$ cat src/rtl/sequenciador_ula_pkg.sv
// Shared definitions for the ALU operation sequencer: FSM state codes and default widths.
package sequenciador_ula_pkg;

  localparam int DEF_DATA_W  = 8;
  localparam int DEF_OP_W    = 3;
  localparam int DEF_TIMEOUT = 15;

  // Codes are visible on the estado LEDs, so they are fixed explicitly.
  typedef enum logic [2:0] {
    S_A    = 3'd0,
    S_B    = 3'd1,
    S_OP   = 3'd2,
    S_EXEC = 3'd3,
    S_WAIT = 3'd4,
    S_SHOW = 3'd5
  } estado_t;

endpackage

$ cat src/rtl/sequenciador_ula_if.sv
// Sequencer <-> ALU bus: operands/opcode/start out, ready/result back.
interface sequenciador_ula_if
  import sequenciador_ula_pkg::*;
#(
  parameter int DATA_W = DEF_DATA_W,
  parameter int OP_W   = DEF_OP_W
);
  logic [DATA_W-1:0] ula_a;
  logic [DATA_W-1:0] ula_b;
  logic [OP_W-1:0]   ula_op;
  logic              ula_inicia;
  logic              ula_pronta;
  logic [DATA_W-1:0] ula_resultado;

  modport master (
    output ula_a, ula_b, ula_op, ula_inicia,
    input  ula_pronta, ula_resultado
  );

  modport slave (
    input  ula_a, ula_b, ula_op, ula_inicia,
    output ula_pronta, ula_resultado
  );
endinterface

$ cat src/rtl/sequenciador_ula_detector_borda.sv
// Rising-edge detector for a debounced level: one pulse per press, however long it is held.
module detector_borda (
  input  logic clk,
  input  logic rst,
  input  logic in,
  output logic pulso
);
  logic in_q;

  always_ff @(posedge clk) begin
    if (rst) in_q <= 1'b0;
    else     in_q <= in;
  end

  assign pulso = in & ~in_q;
endmodule

$ cat src/rtl/sequenciador_ula.sv
// Operation sequencer: collects A, B and opcode on Enter presses, launches the ALU,
// waits for ula_pronta with a timeout, and latches the result (Reuso feeds it back as A).
module sequenciador_ula
  import sequenciador_ula_pkg::*;
#(
  parameter int DATA_W  = DEF_DATA_W,
  parameter int OP_W    = DEF_OP_W,
  parameter int TIMEOUT = DEF_TIMEOUT
)(
  input  logic               clk,
  input  logic               rst,
  input  logic               enter,
  input  logic               reuso,
  input  logic [DATA_W-1:0]  sw_dados,
  input  logic [OP_W-1:0]    sw_op,
  sequenciador_ula_if.master ula,
  output logic [DATA_W-1:0]  resultado,
  output logic               res_valido,
  output logic               erro_timeout,
  output logic [2:0]         estado
);
  localparam int TMR_W = $clog2(TIMEOUT + 1);

  estado_t state_q, state_d;

  logic              ent_p, reu_p;
  logic [TMR_W-1:0]  timer_q;
  logic [DATA_W-1:0] a_q, b_q, res_q;
  logic [OP_W-1:0]   op_q;
  logic              val_q, err_q;

  logic ld_a_res, ld_a_sw, ld_b, ld_op, ld_tmr, dec_tmr, ld_res, set_err, clr_err;

  detector_borda u_borda_enter (.clk(clk), .rst(rst), .in(enter), .pulso(ent_p));
  detector_borda u_borda_reuso (.clk(clk), .rst(rst), .in(reuso), .pulso(reu_p));

  always_ff @(posedge clk) begin
    if (rst) state_q <= S_A;
    else     state_q <= state_d;
  end

  // Next state and datapath load enables; buttons are ignored in S_EXEC/S_WAIT.
  always_comb begin
    state_d  = state_q;
    ld_a_res = 1'b0;
    ld_a_sw  = 1'b0;
    ld_b     = 1'b0;
    ld_op    = 1'b0;
    ld_tmr   = 1'b0;
    dec_tmr  = 1'b0;
    ld_res   = 1'b0;
    set_err  = 1'b0;
    clr_err  = 1'b0;
    case (state_q)
      S_A: begin
        if (reu_p && val_q) begin
          ld_a_res = 1'b1;
          state_d  = S_B;
        end else if (ent_p) begin
          ld_a_sw = 1'b1;
          state_d = S_B;
        end
      end
      S_B: begin
        if (ent_p) begin
          ld_b    = 1'b1;
          state_d = S_OP;
        end
      end
      S_OP: begin
        if (ent_p) begin
          ld_op   = 1'b1;
          state_d = S_EXEC;
        end
      end
      S_EXEC: begin
        ld_tmr  = 1'b1;
        state_d = S_WAIT;
      end
      S_WAIT: begin
        // A ready on the expiry cycle still counts as success.
        if (ula.ula_pronta) begin
          ld_res  = 1'b1;
          state_d = S_SHOW;
        end else if (timer_q == TMR_W'(1)) begin
          set_err = 1'b1;
          state_d = S_SHOW;
        end else begin
          dec_tmr = 1'b1;
        end
      end
      S_SHOW: begin
        if (reu_p && val_q) begin
          ld_a_res = 1'b1;
          state_d  = S_B;
        end else if (ent_p) begin
          clr_err = 1'b1;
          state_d = S_A;
        end
      end
      default: state_d = S_A;
    endcase
  end

  always_ff @(posedge clk) begin
    if (rst) begin
      a_q     <= '0;
      b_q     <= '0;
      op_q    <= '0;
      timer_q <= '0;
      res_q   <= '0;
      val_q   <= 1'b0;
      err_q   <= 1'b0;
    end else begin
      if (ld_a_res)     a_q <= res_q;
      else if (ld_a_sw) a_q <= sw_dados;
      if (ld_b)  b_q  <= sw_dados;
      if (ld_op) op_q <= sw_op;
      if (ld_tmr)       timer_q <= TMR_W'(TIMEOUT);
      else if (dec_tmr) timer_q <= timer_q - TMR_W'(1);
      if (ld_res) begin
        res_q <= ula.ula_resultado;
        val_q <= 1'b1;
        err_q <= 1'b0;
      end else if (set_err) begin
        val_q <= 1'b0;
        err_q <= 1'b1;
      end else if (clr_err) begin
        err_q <= 1'b0;
      end
    end
  end

  assign ula.ula_a      = a_q;
  assign ula.ula_b      = b_q;
  assign ula.ula_op     = op_q;
  assign ula.ula_inicia = (state_q == S_EXEC);
  assign resultado      = res_q;
  assign res_valido     = val_q;
  assign erro_timeout   = err_q;
  assign estado         = state_q;
endmodule

$ cat src/flat_wrapper.sv
// flat-port wrapper written by rule: the top's interface ports become plain ports
module sequenciador_ula_flat import sequenciador_ula_pkg::*;
#(
  parameter int DATA_W  = DEF_DATA_W,
  parameter int OP_W    = DEF_OP_W,
  parameter int TIMEOUT = DEF_TIMEOUT
)
  (clk, rst, enter, reuso, sw_dados, sw_op, resultado, res_valido, erro_timeout, estado, ula_ula_a, ula_ula_b, ula_ula_op, ula_ula_inicia, ula_ula_pronta, ula_ula_resultado);
  sequenciador_ula_if #(.DATA_W(DATA_W), .OP_W(OP_W)) ula_i ();
  input  logic clk;
  input  logic rst;
  input  logic enter;
  input  logic reuso;
  input  logic [DATA_W-1:0] sw_dados;
  input  logic [OP_W-1:0] sw_op;
  output logic [DATA_W-1:0] resultado;
  output logic res_valido;
  output logic erro_timeout;
  output logic [2:0] estado;
  output wire logic [$bits(ula_i.ula_a)-1:0] ula_ula_a;
  output wire logic [$bits(ula_i.ula_b)-1:0] ula_ula_b;
  output wire logic [$bits(ula_i.ula_op)-1:0] ula_ula_op;
  output wire logic [$bits(ula_i.ula_inicia)-1:0] ula_ula_inicia;
  input wire logic [$bits(ula_i.ula_pronta)-1:0] ula_ula_pronta;
  input wire logic [$bits(ula_i.ula_resultado)-1:0] ula_ula_resultado;
  assign ula_ula_a = ula_i.ula_a;
  assign ula_ula_b = ula_i.ula_b;
  assign ula_ula_op = ula_i.ula_op;
  assign ula_ula_inicia = ula_i.ula_inicia;
  assign ula_i.ula_pronta = ula_ula_pronta;
  assign ula_i.ula_resultado = ula_ula_resultado;
  sequenciador_ula #(.DATA_W(DATA_W), .OP_W(OP_W), .TIMEOUT(TIMEOUT)) u_core (.clk(clk), .rst(rst), .enter(enter), .reuso(reuso), .sw_dados(sw_dados), .sw_op(sw_op), .ula(ula_i), .resultado(resultado), .res_valido(res_valido), .erro_timeout(erro_timeout), .estado(estado));
endmodule
$ cat config.mk
export PLATFORM = sky130hd
export DESIGN_NAME = sequenciador_ula_flat
export DESIGN_NICKNAME = d
export VERILOG_FILES = /design/src/rtl/sequenciador_ula_pkg.sv /design/src/rtl/sequenciador_ula_if.sv /design/src/rtl/sequenciador_ula_detector_borda.sv /design/src/rtl/sequenciador_ula.sv /design/src/flat_wrapper.sv
export SDC_FILE = /design/constraint.sdc
export NUM_CORES = 1
export LEC_CHECK = 0
export ABC_AREA = 1
export ABC_CLOCK_PERIOD_IN_PS = 1100
export CORE_MARGIN = 2
export CORE_UTILIZATION = 40
export DETAILED_ROUTE_END_ITERATION = 8
export GPL_TIMING_DRIVEN = 0
export MAX_ROUTING_LAYER = met4
export PLACE_DENSITY_LB_ADDON = 0.08
export SETUP_SLACK_MARGIN = 0.2
export SYNTH_ARGS = -nofsm -noshare
export SYNTH_HDL_FRONTEND = slang
export SYNTH_SLANG_ARGS = --single-unit
$ cat constraint.sdc
create_clock -name clk -period 1.1 [get_ports clk]
set_input_delay 0.165 -clock clk [delete_from_list [all_inputs] [get_ports clk]]
set_output_delay 0.165 -clock clk [all_outputs]
set_load 0.01 [all_outputs]
Yosys cells after proc, flatten, opt, wreduce, memory -nomap -nowiden
Index checks and enable logic that the tools add are counted.
{"block": "op_classes", "n_addsub": 1, "n_bitwise": 4, "n_eq_ne": 11, "n_mux": 34, "n_reduce_logical": 9}
{"operator": "$mux 3", "n": 8}
{"operator": "$mux 1", "n": 21}
{"operator": "$pmux 3 s6", "n": 1}
{"operator": "$mux 8", "n": 2}
{"operator": "$mux 4", "n": 2}
{"operator": "$reduce_bool 2->1", "n": 4}
{"operator": "$eq 3x2->1 const B", "n": 2}
{"operator": "$eq 3x3->1 const B", "n": 2}
{"operator": "$ne 3x1->1 const B", "n": 2}
{"operator": "$reduce_and 5->1", "n": 1}
{"operator": "$eq 4x1->1 const B", "n": 1}
{"operator": "$ne 2x1->1 const B", "n": 2}
{"operator": "$reduce_or 2->1", "n": 2}
{"operator": "$sub 4x1->4 const B", "n": 1}
{"operator": "$eq 3x1->1 const B", "n": 1}
{"operator": "$logic_not 3->1", "n": 1}
{"operator": "$ne 3x2->1 const B", "n": 1}
{"operator": "$and 1x1->1", "n": 2}
{"operator": "$not 1->1", "n": 2}
{"operator": "$logic_and 1x1->1", "n": 1}
{"block": "word_totals", "ff_bits": 38, "elab_cells": 69, "inputBits": 24, "out_inout_bits": 33}

Longest topological paths before layout
{"block": "logic_depth", "word_depth": 7, "depth_mapped": 9, "depth_no_buf": 9}

Modules after synthesis
Synthesis repeated with hierarchy kept, for this count alone.
{"block": "unflattened", "hier_cells": 231, "area_unflattened_um2": 1639.1}
{"mod": "sequenciador_ula", "seq_area_each_um2": 720.7, "instances": 1, "area_each_um2": 1576.5, "cells_each": 223}
{"mod": "detector_borda", "seq_area_each_um2": 20.0, "instances": 2, "area_each_um2": 31.3, "cells_each": 4}

Worst setup path before layout
OpenSTA, ideal clock, no wires.
{"block": "synth_path", "path_kind": "register -> register", "start": "reg u_core.state_q[0] (netlist: u_core.estado[0])", "end": "reg u_core.state_q[0] (netlist: u_core.estado[0])", "slack_ns": -0.098, "setup_ns": 0.115, "period_less_slack_ns": 1.198, "path_buffers": 0, "arrival_ns": 1.083, "t_required_ns": 0.985, "path_stages_with_launch": 8, "cell_sequence": "dfxtp_1 -> nand3_1 -> nand2_2 -> nand2_1 -> nand2_2 -> nand2_4 -> a21oi_1 -> nor2_1"}
{"block": "synth_between", "elab_chain_len": 3, "elab_cells_between_ends": 13, "cone_classes": "eq/ne: 10; mux: 1; reduce/logical: 2"}
{"item": "start, declared", "line_no": "sequenciador_ula.sv:24", "source": "estado_t state_q, state_d;"}
{"item": "start signal, assigned", "line_no": "sequenciador_ula.sv:39", "source": "else state_q <= state_d;"}
{"item": "$eq 3x3->1, or another cell as far along", "line_no": "sequenciador_ula.sv:54", "source": "case (state_q)"}
{"item": "$ne 3x1->1 (no line), or another cell as far along"}
{"item": "$reduce_and 5->1 (no line)"}
Several ways; a longest one is shown, not always the timed one.
A chain may end at the register's enable or synchronous reset.

Final worst setup path
{"block": "layout_path", "start": "reg u_core.state_q[1] (netlist: u_core.estado[1])", "end": "reg u_core.state_q[2] (netlist: u_core.estado[2])"}
Same word-level chain as after synthesis.

==> summary.txt <==
Synth
  – Count leader, synth: nand2_1
  – Largest area contributor in the netlist: dfxtp_1
  – Synth Instances: 223
  – Syn Nets: 249
  – Area share of the largest cell type after synthesis: 0.458
  – Yosys cell types: 25
  – Commonest cells in the netlist: nand2_1 (48), dfxtp_1 (38), nor2_1 (33), o21ai_0 (21), inv_1 (20)
  – Synth Register Bits: 38
  – Synth top area cells: dfxtp_1 (46%), nand2_1 (11%), nor2_1 (7.5%), o21ai_0 (6.3%), a21oi_1 (4.5%)
  – EDFF count, synth: 0
  – Seq/Total Area, Yosys: 0.458
  – Post-synthesis async set-or-reset flop share: 0
  – Syn. warnings: 0
  – Avg Inst Size Synth: 7.45 um2
  – Mapped cell area: 1660 um2
  – Top FF cell, synth: dfxtp_1

Placed design
  – Port Buf Inserts: 56
  – Setup WS pre-CTS: -503 ps
  – GP Congestion: 0.738
  – Post-placement cell count: 329
  – HPWL after DPL: 2.91 mm

GRT
  – Overall Global Routing Usage: 0.228
  – GRT met2 Usage: 0.357
  – Met1 Use GR: 0.289
  – Busiest grt layer: met2
  – GRT overflow: 0
  – Initial antenna violation count: 0
  – Pin count of the biggest net entering global routing: 13
  – Number of global-route vias before repair: 1672
  – Met3 Usage GRT: 0.0526
  – First-pass GRT wire length: 7.72 mm

Layout
  – Fin nets: 342
  – Ant diodes: 0
  – Fraction of layout cells with a size suffix above 1: 0.527
  – Finished Layout Cells: 367
  – P&R area growth vs syn: 76.0%

Clock tree
  – Clock slew at reported path FFs: 80 ps
  – Total clock sinks: 38
  – Number of CTS-inserted buffers: 5
  – Insertion delay to the later sink of the worst-skew pair: 300 ps
  – CTS H-tree depth: 2
  – Clk root buf: clkbuf_8
  – Deepest clock path buffer count: 2
  – Post-cts hold buffer count: 0
  – CTS tree: yes

STA
  – Achievable frequency: 800 MHz
  – Final hold vios: 0
  – Clock Skews: 8.03 ps
  – Final setup viols: 35
  – Tcrit/Tclk final: 1.14
  – Max_slew headroom: 0.852
  – Setup TNS: -2340 ps
  – Pins Over Slew Limit: 0
  – Post-layout min period: 1250 ps
  – Worst Setup Slack, final: -151 ps
  – Worst Tran Pin Value: 221 ps
  – Unrepaired setup endpoints after global routing: yes

Floorplanning
  – Starting density of the core: 0.415
  – Die height: 68.4 um
  – I/O pins: 57
  – Core area: 4000 um2
  – Die area: 4680 um2
  – Die W: 68.4 um
  – Row count: 23

Critical path
  – Worst r2r dst: u_core.estado[2]
  – Critical Path RT: 1290 ps
  – CP endpoint kind: flip-flop
  – CP Max Fanout: 6
  – Worst EP arrival: 1440 ps
  – Crit start category: flip-flop
  – Crit path kind: reg -> reg
  – Reg-to-reg critical path startpoint: u_core.estado[1]
  – Reg2reg setup slack: -150 ps
  – Cell depth of the worst flop-to-flop path: 8

Route
  – ANT nets after route: 0
  – Drc violations: 0
  – DRT Pass-1 Iters: 4
  – Routed vias: 1781
  – Total wire length: 4.83 mm
  – DR iter-0 viols: 59
  – Routed length per instance: 13.1 um
  – Vias per cell: 4.85

Power
  – Leakage: 0.00127 uW
  – Total power: 5800 uW
  – P per Cell Area: 1990 nW/um2
  – VDD IR max: 1.57 mV

Outcome
  – Status: complete, but fails checks
  – Failing checks: setup timing

Hold path
  – Hold path start: ula_ula_resultado[1]
  – WHS Path Cells: 3
  – Hold Crit Endpoint: u_core.resultado[1]
  – Worst Hold Class: in -> reg

Job
  – Total of max-cap violations: 0
[metal layers]
metal	share of wire	vias up
met5	0	-
met1	0.45	813
met4	0.013	0
met2	0.48	52
met3	0.055	6
li1	-	910
[cell usage in the layout (no fill, tap or decap)]
master           synthesis  routed
inv_6                    0       1
dfxtp_2                  0      30
buf_6                    0      38
a21oi_1                 15      11
buf_4                    2      26
bufinv_16                0       1
inv_2                    4       8
nand3_4                  1       4
a31oi_1                  8       8
nand3b_1                 2       2
nand2_2                  5       6
buf_2                    0       1
a21oi_2                  0       4
dfxtp_1                 38       5
o21ai_0                 21      13
or2_2                    1       1
ha_2                     0       2
buf_8                    1       1
xor2_1                   1       1
o21ai_2                  2      10
clkbuf_4                 0       1
nand2_1                 48      46
nor2_1                  33      25
clkbuf_8                 0       6
inv_1                   20      10
nand3_2                  1       4
o21ai_1                  3       3
nor2_2                   1       6
nor2_4                   2       5
inv_4                    0       5
nand3_1                  8       3
clkbuf_16                0       1
dfxtp_4                  0       3
clkdlybuf4s50_1          0      23
nand2_4                  2       3
[flip-flops by register name (all words and copies together), names as in the netlist]
name / cells
u_core.resultado: 8
u_core.ula.ula_a: 8
u_core.ula.ula_b: 8
u_core.timer_q: 4
u_core.estado: 3
u_core.ula.ula_op: 3
u_core.erro_timeout: 1
u_core.res_valido: 1
u_core.u_borda_enter.in_q: 1
u_core.u_borda_reuso.in_q: 1
[worst max-delay path, cell delays in order (launching register included)]
cell	delay (ps)
dfxtp_4	390
nor2_4	120
nand2_2	100
nand2_4	100
nand2_2	60
nand2_2	90
nand2_4	80
a21oi_2	160
nor2_2	60
[cell families after synthesis]
| logic type | after synthesis | synth area share |
|---|---|---|
| AO/OA/AOI/OAI | 49 | 0.158 |
| XOR/XNOR | 1 | 0.00528 |
| adder cells (fa/ha/maj) | 2 | 0.0151 |
| buffers and inverters | 29 | 0.0769 |
| flip-flops | 38 | 0.458 |
| AND/OR/NAND/NOR | 104 | 0.286 |
[area by class of cell]
class | count | area, um2
inverter | 24 | 108
buffer | 5 | 48.8
multi-input combinational | 157 | 925
fill | 306 | 1080
clock buffer | 7 | 108
tap | 50 | 62.6
timing repair buffer | 85 | 832
sequential | 38 | 810
clock inverter | 1 | 30.0
[how the worst max path moves through the flow]
stage	from	to	slack (ps)	cells past startpoint
after floorplan	u_core.estado[0]	u_core.timer_q[2]	-4	8
after global placement	rst	u_core.ula.ula_a[4]	-520	5
after detailed placement	rst	u_core.ula.ula_a[4]	-500	5
after CTS	u_core.estado[1]	u_core.estado[0]	-130	8
after global routing	u_core.estado[1]	u_core.timer_q[1]	-210	8
final	u_core.estado[1]	u_core.estado[2]	-150	8
[where the power goes]
group / internal [uW] / total (uW) / switching (uW)
clock: 876 / 1390 / 512
combinational: 1230 / 2460 / 1230
sequential: 1690 / 1960 / 265
[metrics by stage]
step	cell area, um2	hold WS (ps)	utilization
6_report	2920	421	0.731
5_1_grt	2920	426	0.731
4_1_cts	2750	420	0.688
3_5_place_dp	2320	462	0.581
3_3_place_gp	2320	452	0.581
2_1_floorplan	1700	234	-
[what timing repair did]
item / in CTS / in global routing
endpoints found under the hold margin: 0 / 0
gates cloned: 1 / 0
resized for setup: 208 / 43
pin swaps: 10 / 12
endpoints found under the setup margin: 71 / 71
buffers inserted: 20 / 9
(Power assumes the default switching activity.)
